$ cat src/rtl/gemm_input_skewer.sv
// rtl/gemm_input_skewer.sv - N x N diagonal operand skewer feeding a systolic GEMM MAC array
module gemm_input_skewer #(
  parameter int OP_WIDTH  = 8,
  parameter int N         = 4,
  parameter int CNT_WIDTH = 16
) (
  input  logic                    clk,
  input  logic                    reset,
  input  logic                    flush,
  input  logic                    in_valid,
  output logic                    in_ready,
  input  logic                    in_last,
  input  logic [N*OP_WIDTH-1:0]   new_a_column,
  input  logic [N*OP_WIDTH-1:0]   new_b_row,
  output logic [N*OP_WIDTH-1:0]   mac_a_rows,
  output logic [N-1:0]            mac_a_rows_ena,
  output logic [N*OP_WIDTH-1:0]   mac_b_columns,
  output logic [N-1:0]            mac_b_columns_ena,
  output logic                    busy,
  output logic                    tile_done,
  output logic [CNT_WIDTH-1:0]    tile_beats
);

  typedef enum logic [1:0] {
    S_IDLE   = 2'd0,
    S_STREAM = 2'd1,
    S_DRAIN  = 2'd2
  } state_t;

  // Drain lasts N-1 cycles; the counter is loaded with N-2 and exits at zero.
  localparam int                   DRAIN_W    = (N > 2) ? $clog2(N) : 1;
  localparam int                   DRAIN_INIT = (N > 1) ? (N - 2) : 0;
  localparam logic [CNT_WIDTH-1:0] CNT_MAX    = '1;

  state_t               r_state;
  logic [DRAIN_W-1:0]   r_drain_cnt;
  logic [CNT_WIDTH-1:0] r_beat_cnt;
  logic [CNT_WIDTH-1:0] r_pending_beats;
  logic [CNT_WIDTH-1:0] r_tile_beats;
  logic                 r_tile_done;

  logic                 w_accept;
  logic                 w_last_accept;
  logic [CNT_WIDTH-1:0] w_cnt_inc;
  logic                 w_done_next;
  logic [CNT_WIDTH-1:0] w_done_beats;

  // Flush outranks a concurrent offer, so a beat in a flush cycle is dropped.
  assign in_ready      = (r_state != S_DRAIN);
  assign busy          = (r_state != S_IDLE);
  assign w_accept      = in_valid && in_ready && !flush;
  assign w_last_accept = w_accept && in_last;
  assign w_cnt_inc     = (r_beat_cnt == CNT_MAX) ? r_beat_cnt : (r_beat_cnt + 1'b1);
  assign tile_done     = r_tile_done;
  assign tile_beats    = r_tile_beats;

  // Tile state machine and saturating per-tile beat counter.
  always_ff @(posedge clk or negedge reset) begin
    if (!reset) begin
      r_state         <= S_IDLE;
      r_drain_cnt     <= '0;
      r_beat_cnt      <= '0;
      r_pending_beats <= '0;
    end else if (flush) begin
      r_state     <= S_IDLE;
      r_drain_cnt <= '0;
      r_beat_cnt  <= '0;
    end else begin
      case (r_state)
        S_IDLE, S_STREAM: begin
          if (w_accept) begin
            if (in_last) begin
              r_beat_cnt      <= '0;
              r_pending_beats <= w_cnt_inc;
              if (N == 1) begin
                r_state <= S_IDLE;
              end else begin
                r_state     <= S_DRAIN;
                r_drain_cnt <= DRAIN_W'(DRAIN_INIT);
              end
            end else begin
              r_beat_cnt <= w_cnt_inc;
              r_state    <= S_STREAM;
            end
          end
        end
        S_DRAIN: begin
          if (r_drain_cnt == '0) begin
            r_state <= S_IDLE;
          end else begin
            r_drain_cnt <= r_drain_cnt - 1'b1;
          end
        end
        default: r_state <= S_IDLE;
      endcase
    end
  end

  // The last-beat marker travels alongside the deepest lane so completion lines up with it.
  generate
    if (N == 1) begin : g_done_direct
      assign w_done_next  = w_last_accept;
      assign w_done_beats = w_cnt_inc;
    end else begin : g_done_pipe
      logic [N-2:0] r_last_pipe;

      // Shift the last-beat marker; flush discards any tile still in flight.
      always_ff @(posedge clk or negedge reset) begin
        if (!reset) begin
          r_last_pipe <= '0;
        end else if (flush) begin
          r_last_pipe <= '0;
        end else begin
          r_last_pipe[0] <= w_last_accept;
          for (int j = 1; j <= N - 2; j++) begin
            r_last_pipe[j] <= r_last_pipe[j-1];
          end
        end
      end

      assign w_done_next  = r_last_pipe[N-2];
      assign w_done_beats = r_pending_beats;
    end
  endgenerate

  // Completion pulse and beat-count report; a flush suppresses the pulse but keeps the last report.
  always_ff @(posedge clk or negedge reset) begin
    if (!reset) begin
      r_tile_done  <= 1'b0;
      r_tile_beats <= '0;
    end else if (flush) begin
      r_tile_done <= 1'b0;
    end else begin
      r_tile_done <= w_done_next;
      if (w_done_next) begin
        r_tile_beats <= w_done_beats;
      end
    end
  end

  // Lane i is an (i+1)-deep shift register; A and B share one valid chain since they move together.
  generate
    for (genvar gi = 0; gi < N; gi++) begin : g_lane
      logic [OP_WIDTH-1:0] r_a   [0:gi];
      logic [OP_WIDTH-1:0] r_b   [0:gi];
      logic [gi:0]         r_ena;

      // Shift every cycle; idle cycles inject zero-data, zero-valid bubbles.
      always_ff @(posedge clk or negedge reset) begin
        if (!reset) begin
          for (int j = 0; j <= gi; j++) begin
            r_a[j] <= '0;
            r_b[j] <= '0;
          end
          r_ena <= '0;
        end else if (flush) begin
          for (int j = 0; j <= gi; j++) begin
            r_a[j] <= '0;
            r_b[j] <= '0;
          end
          r_ena <= '0;
        end else begin
          r_a[0]   <= w_accept ? new_a_column[gi*OP_WIDTH +: OP_WIDTH] : '0;
          r_b[0]   <= w_accept ? new_b_row[gi*OP_WIDTH +: OP_WIDTH]    : '0;
          r_ena[0] <= w_accept;
          for (int j = 1; j <= gi; j++) begin
            r_a[j]   <= r_a[j-1];
            r_b[j]   <= r_b[j-1];
            r_ena[j] <= r_ena[j-1];
          end
        end
      end

      assign mac_a_rows[gi*OP_WIDTH +: OP_WIDTH]    = r_a[gi];
      assign mac_b_columns[gi*OP_WIDTH +: OP_WIDTH] = r_b[gi];
      assign mac_a_rows_ena[gi]                     = r_ena[gi];
      assign mac_b_columns_ena[gi]                  = r_ena[gi];
    end
  endgenerate

endmodule

$ cat config.mk
export PLATFORM = sky130hd
export DESIGN_NAME = gemm_input_skewer
export DESIGN_NICKNAME = d
export VERILOG_FILES = /design/src/rtl/gemm_input_skewer.sv
export SDC_FILE = /design/constraint.sdc
export NUM_CORES = 1
export LEC_CHECK = 0
export BUFFER_PORTS_ARGS = -buffer_cell sky130_fd_sc_hd__buf_2
export CORE_AREA = 2 2 95 189
export DETAILED_ROUTE_END_ITERATION = 7
export DIE_AREA = 0 0 97 191
export PLACE_DENSITY = 0.82
export SYNTH_ARGS = -nofsm -noshare
export SYNTH_HDL_FRONTEND = slang
export SYNTH_SLANG_ARGS = --single-unit
$ cat constraint.sdc
create_clock -name clk -period 4 [get_ports clk]
set_clock_uncertainty 0.05 [all_clocks]
set_input_delay 0.6 -clock clk [delete_from_list [all_inputs] [get_ports clk]]
set_output_delay 0.6 -clock clk [all_outputs]
set_load 0.05 [all_outputs]
# --- Word-level counts from Yosys, hierarchy flattened ---
# Cells that the tools add are included.
totals:
  word_cells: 95
  out_inout_bits: 91
  inputBits: 69
  regBits: 226
classes:
  n_reduce_logical: 16
  n_addsub: 2
  bitwise_logic: 1
  n_mux: 37
  n_eq_ne: 8
op_table:
  columns: ["cell", "n"]
  rows:
  - ["2-to-1 mux 16 bit", 7]
  - ["2-to-1 mux 8 bit", 10]
  - ["2-to-1 mux 32 bit", 2]
  - ["2-to-1 mux 24 bit", 2]
  - ["2-to-1 mux 2 bit", 9]
  - ["adder 16 x 1 -> 16 bit (second input constant)", 1]
  - ["== test 16 bit (second input constant)", 1]
  - ["inequality test 3 bit (second input constant)", 4]
  - ["one-hot mux 2 bit (2 select lines)", 2]
  - ["AND reduction 4 bit", 2]
  - ["2-to-1 mux 3 bit", 2]
  - ["AND reduction 2 bit", 3]
  - ["nonzero test 2 bit", 3]
  - ["logical NOT 2 bit", 2]
  - ["2-to-1 mux 4 bit", 1]
  - ["logical AND 1 bit", 3]
  - ["nonzero test 3 bit", 1]
  - ["== test 2 x 1 -> 1 bit (second input constant)", 1]
  - ["== test 2 bit (second input constant)", 1]
  - ["2-to-1 mux 1 bit", 2]
  - ["inequality test 2 bit (second input constant)", 1]
  - ["OR reduction 2 bit", 1]
  - ["subtractor 2 x 1 -> 2 bit (second input constant)", 1]
  - ["logical NOT 1 bit", 1]
  - ["NOT 1 bit", 1]

# --- Longest topological paths before layout ---
depth:
  word_depth: 6
  mapped_depth: 6

# --- Least setup slack after synthesis ---
# Ideal clock, no wire load.
synth_path:
  path_kind: "reg-to-reg"
  startpoint: "reg r_state[0]"
  endpoint: "reg g_lane[0].r_b[0] in the netlist's numbering"
  setup_ns: 0.119
  path_buffers: 2
  stages_incl_launch_ff: 6
  slack_ns: 2.239
  required_ns: 3.831
  arrival_time_ns: 1.592
  cell_sequence: "dfrtp_1 > nand2b_1 > and3b_1 > buf_1 > clkbuf_1 > and2_1"
synth_via:
  elab_chain_cells: 5
synth_rtl:
  columns: ["item", "line_no", "rtl"]
  rows:
  - ["start, declared", "35", "state_t r_state;"]
  - ["start signal, assigned", "60", "r_state <= S_IDLE;"]
  - ["start signal, assigned", "65", "r_state <= S_IDLE;"]
  - ["start signal, assigned", "76", "r_state <= S_IDLE;"]
  - ["inequality test 2 bit", "49", "assign in_ready = (r_state != S_DRAIN);"]
  - ["net in_ready", "11", "output logic in_ready,"]
  - ["logical AND 1 bit (2 in a row)", "51", "assign w_accept = in_valid && in_ready && !flush;"]
  - ["2-to-1 mux 8 bit", "164", "r_b[0] <= w_accept ? new_b_row[gi*OP_WIDTH +: OP_WIDTH] : '0;"]
  - ["2-to-1 mux 8 bit", "156", "end else if (flush) begin"]
  - ["end signal, assigned by index", "168", "r_b[j] <= r_b[j-1];"]
  - ["end, declared", "145", "logic [OP_WIDTH-1:0] r_b [0:gi];"]
# The timed path passes the listed nets, and every way through them passes these cells.
# A chain may end at the register's enable or synchronous reset.

# --- Worst setup path in the final report ---
layout_path:
  startpoint: "reg r_state[1]"
  endpoint: "out busy"
layout_via:
  elab_chain_cells: 1
layout_rtl:
  columns: ["item", "line_no", "rtl"]
  rows:
  - ["nonzero test 2 bit", "50", "assign busy = (r_state != S_IDLE);"]
  - ["end, declared", "19", "output logic busy,"]
# No other way between the ends.

==> flow_summary.html <==
<table>
<tr><th>Metric</th><th>Value</th></tr>
<tr><th colspan="2">Clock tree</th></tr>
<tr><td>Root buf cell</td><td>sky130_fd_sc_hd__clkbuf_16</td></tr>
<tr><td>Number of clock sinks</td><td>220</td></tr>
<tr><td>Clock tree buffer depth</td><td>3</td></tr>
<tr><td>CTS Hold Bufs</td><td>0</td></tr>
<tr><td>Clock transition time at the flip-flop clock pins of the worst setup and hold paths</td><td>0.06 ns</td></tr>
<tr><td>Clock latency at the later pin of the worst-skew pair</td><td>0.48 ns</td></tr>
<tr><td>H-Tree Depth</td><td>1</td></tr>
<tr><td>Resized Gates After CTS</td><td>0</td></tr>
<tr><td>Setup Buffers After CTS</td><td>0</td></tr>
<tr><td>Inserted Clock Buffers</td><td>19</td></tr>
<tr><td>TritonCTS clock tree</td><td>yes</td></tr>
<tr><th colspan="2">Global routing</th></tr>
<tr><td>Pin count of the biggest net entering global routing</td><td>roughly 110</td></tr>
<tr><td>Wire length of the first global-routing pass</td><td>24.13 mm</td></tr>
<tr><td>Aggregate global-route resource usage</td><td>15.76%</td></tr>
<tr><td>Number of antenna violations at the first check in global routing</td><td>1</td></tr>
<tr><td>GR Overflow Total</td><td>0</td></tr>
<tr><td>Number of global-route vias before repair</td><td>4953</td></tr>
<tr><th colspan="2">Synthesis</th></tr>
<tr><td>Yosys warnings</td><td>0</td></tr>
<tr><td>Cell taking the most area after synthesis</td><td>sky130_fd_sc_hd__dfrtp_1</td></tr>
<tr><td>Post-synthesis async set-or-reset flop share</td><td>100.0%</td></tr>
<tr><td>Portion of the post-synthesis area used by sequential elements</td><td>65.21%</td></tr>
<tr><td>Number of synthesized flops with an enable pin</td><td>0</td></tr>
<tr><td>Syn Area/Cell</td><td>12.62 um^2</td></tr>
<tr><td>Most area-consuming cells after synthesis</td><td>sky130_fd_sc_hd__dfrtp_1 (65%), sky130_fd_sc_hd__nor2b_1 (7.5%), sky130_fd_sc_hd__buf_4 (5.0%)</td></tr>
<tr><td>Number of library cell types mapped by synthesis</td><td>56</td></tr>
<tr><td>Flip-flop and latch count after synthesis</td><td>between 200 and 250</td></tr>
<tr><td>Synth Cell Area</td><td>8442 um^2</td></tr>
<tr><td>Syn_nets</td><td>740</td></tr>
<tr><td>Synth Instances</td><td>approximately 670</td></tr>
<tr><td>Proportion of netlist area held by the largest area contributor</td><td>between 60 and 70%</td></tr>
<tr><td>Primary FF master, synth</td><td>sky130_fd_sc_hd__dfrtp_1</td></tr>
<tr><th colspan="2">Cells and area</th></tr>
<tr><td>Number of standard cells in the final layout excluding fillers</td><td>983</td></tr>
<tr><td>N_diodes</td><td>0</td></tr>
<tr><td>Number of fill cells</td><td>about 1400</td></tr>
<tr><td>Area Growth Syn to Fin</td><td>13.47%</td></tr>
<tr><td>NumNets Final</td><td>834</td></tr>
<tr><td>Fraction of final layout cells sized beyond drive strength 1</td><td>28.72%</td></tr>
<tr><td>Final core utilization</td><td>56.01%</td></tr>
<tr><th colspan="2">Timing</th></tr>
<tr><td>Slew @ Worst Pin</td><td>~0.99 ns</td></tr>
<tr><td>Slew HR</td><td>33.98%</td></tr>
<tr><td>Number of max-slew violations in the final report</td><td>0</td></tr>
<tr><td>Setup-violating endpoint count in the final report</td><td>0</td></tr>
<tr><td>Final min period</td><td>2.196 ns</td></tr>
<tr><td>Peak Freq</td><td>around 460 MHz</td></tr>
<tr><td>Setup repair after global routing missed its margin</td><td>no</td></tr>
<tr><td>Setup ws final</td><td>~1.8 ns</td></tr>
<tr><td>Final Hold Slack</td><td>a little over 0.07 ns</td></tr>
<tr><td>Aggregate negative setup slack</td><td>0 ns</td></tr>
<tr><td>Hold Vio Cnt, Final</td><td>0</td></tr>
<tr><td>Part of the cycle the worst path needs</td><td>between 50% and 60%</td></tr>
<tr><th colspan="2">Route</th></tr>
<tr><td>Wirelength, routed</td><td>approximately 14 mm</td></tr>
<tr><td>Number of vias per cell</td><td>5.028</td></tr>
<tr><td>First-pass detailed-route iteration total</td><td>4</td></tr>
<tr><td>DR iter-0 viols</td><td>241</td></tr>
<tr><td>Final ANT Viol Nets</td><td>0</td></tr>
<tr><td>DRC</td><td>0</td></tr>
<tr><td>Via count</td><td>approximately 4900</td></tr>
<tr><td>Final routed wire length divided by cell count</td><td>about 15 um</td></tr>
<tr><th colspan="2">Power and ir drop</th></tr>
<tr><td>Worst VDD drop</td><td>0.0003532 V</td></tr>
<tr><td>Leakage power</td><td>~5.0 nW</td></tr>
<tr><td>Power per Cell Area</td><td>465.5 nW/um^2</td></tr>
<tr><th colspan="2">Place</th></tr>
<tr><td>Detailed placer's ending HPWL</td><td>9.350 mm</td></tr>
<tr><td>Cell Count Post-Placement</td><td>952</td></tr>
<tr><td>Worst Setup Slack post-DPL</td><td>roughly 1.8 ns</td></tr>
<tr><td>RD Place Congestion</td><td>about 0.84</td></tr>
<tr><td>Count of buffers from port buffering</td><td>around 160</td></tr>
<tr><th colspan="2">Worst setup path</th></tr>
<tr><td>Worst Reg-to-Reg Cells</td><td>5</td></tr>
<tr><td>Reg2Reg Capture Point</td><td>r_beat_cnt[5]</td></tr>
<tr><td>CP Max Fanout</td><td>11</td></tr>
<tr><td>Reg-to-reg setup timing slack</td><td>~1.9 ns</td></tr>
<tr><td>Element type at the critical path start</td><td>flop</td></tr>
<tr><td>Worst path required time</td><td>3.35 ns</td></tr>
<tr><td>Data arrival time at the worst-slack endpoint</td><td>1.55 ns</td></tr>
<tr><td>Classification of the worst setup path</td><td>flop to primary output</td></tr>
<tr><td>Crit Reg-Reg Startpoint</td><td>r_beat_cnt[0]</td></tr>
<tr><td>Critical Path Sink Type</td><td>primary output</td></tr>
<tr><th colspan="2">Floorplanning</th></tr>
<tr><td>Core Area</td><td>~17000 um^2</td></tr>
<tr><td>Die H</td><td>191 um</td></tr>
<tr><td>Starting utilization of the core area</td><td>49.36%</td></tr>
<tr><td>Number of primary I/O pins</td><td>160</td></tr>
<tr><td>Total number of placement rows</td><td>68</td></tr>
<tr><td>Total Die Area</td><td>around 19000 um^2</td></tr>
<tr><td>Die Width</td><td>97 um</td></tr>
<tr><th colspan="2">Run</th></tr>
<tr><td>Total of max-cap violations</td><td>0</td></tr>
<tr><th colspan="2">Min path</th></tr>
<tr><td>Path category of the worst min-delay check</td><td>primary input to async pin</td></tr>
<tr><th colspan="2">Outcome</th></tr>
<tr><td>Status</td><td>completed</td></tr>
</table>
-- kinds of logic after synthesis --
kind of cell / synth area share, %
multiplexers: 2.253
AND/OR/NAND/NOR: 19.49
flip-flops: 65.21
adder cells (fa/ha/maj): 0.2964
buffers and inverters: 7.114
AO/OA/AOI/OAI: 5.217
XOR/XNOR: 0.4150
-- flip-flops by register name (all words and copies together), names as in the netlist --
register                 cells
g_lane.r_b                  56
g_lane.r_ena                 4
r_pending_beats             16
g_lane.r_a                  56
tile_beats                  16
g_done_pipe.r_last_pipe      3
r_state                      2
mac_b_columns               24
r_beat_cnt                  16
r_drain_cnt                  2
mac_a_rows                  24
tile_done                    1
-- where the power goes --
part	switching, mW	total [mW]	internal (mW)
Combinational	0.248	0.354	0.106
Clock	0.759	1.77	1.01
Sequential	0.0332	2.33	2.30
-- cell usage after synthesis, drive strengths merged, types with 4 or more instances --
cell and count:
clkbuf 20, nand2 25, nor2b 101, nor3 5, and4 4, o211ai 4
nand4 7, inv 8, buf 69, or3 5, mux2 16, a21oi 16
a31oi 8, and2 66, dfrtp 220, nor2 12, o21ai 18, xnor2 4
and3 6, nand3 10, nor4 6
-- critical path: stages, from the launching register on --
cell	delay [ns]
sky130_fd_sc_hd__dfrtp_1	0.51
sky130_fd_sc_hd__or2_2	0.35
sky130_fd_sc_hd__buf_2	0.21
-- per-layer routing --
| metal | track usage [%] | vias up | part of all wire, % |
|---|---|---|---|
| met5 | 0 | - | 0.11 |
| li1 | - | 2329 | - |
| met4 | 5.363 | 2 | 2.3 |
| met2 | 26.58 | 197 | 49 |
| met3 | 5.082 | 28 | 9.2 |
| met1 | 19.16 | 2387 | 39 |
-- cells in the final DEF (no fill, tap or decap), types with 5 or more instances in the layout --
master	n
sky130_fd_sc_hd__nor3_1	5
sky130_fd_sc_hd__and2_1	66
sky130_fd_sc_hd__nor2_1	12
sky130_fd_sc_hd__inv_1	8
sky130_fd_sc_hd__nand3_1	8
sky130_fd_sc_hd__clkbuf_16	19
sky130_fd_sc_hd__and3_1	6
sky130_fd_sc_hd__nor2b_1	101
sky130_fd_sc_hd__a31oi_1	8
sky130_fd_sc_hd__nand2_1	24
sky130_fd_sc_hd__or3_1	5
sky130_fd_sc_hd__dfrtp_1	220
sky130_fd_sc_hd__mux2_2	16
sky130_fd_sc_hd__buf_2	157
sky130_fd_sc_hd__a21oi_1	16
sky130_fd_sc_hd__o21ai_0	17
-- area by class of cell --
class	count	area, um^2	area share (%)
clock buffer	25	538.0	5.617
clock inverter	6	62.56	0.6531
inverter	8	30.03	0.3135
multi-input combinational	352	2337	24.40
sequential	220	5505	57.47
tap	210	262.8	2.743
timing repair buffer	162	843.3	8.804
-- stage by stage --
| step | power [mW] | instance area [um^2] |
|---|---|---|
| 3_3_place_gp | 2.725 | 8979 |
| 6_report | 4.459 | 9579 |
| 2_1_floorplan | 2.611 | 8442 |
| 3_5_place_dp | 2.738 | 8979 |
| 4_1_cts | 4.523 | 9579 |
| 5_1_grt | 4.640 | 9579 |
-- worst max path at each step --
stage	from	endpoint	slack [ns]
2_1_floorplan	r_state[0]	g_lane[0].r_b[0]	2.24
3_3_place_gp	in_last	r_pending_beats[10]	1.82
3_5_place_dp	in_valid	r_pending_beats[9]	1.79
4_1_cts	r_state[1]	busy	1.79
5_1_grt	r_beat_cnt[0]	r_beat_cnt[3]	1.69
6_report	r_state[1]	busy	1.80
(Power assumes the default switching activity.)
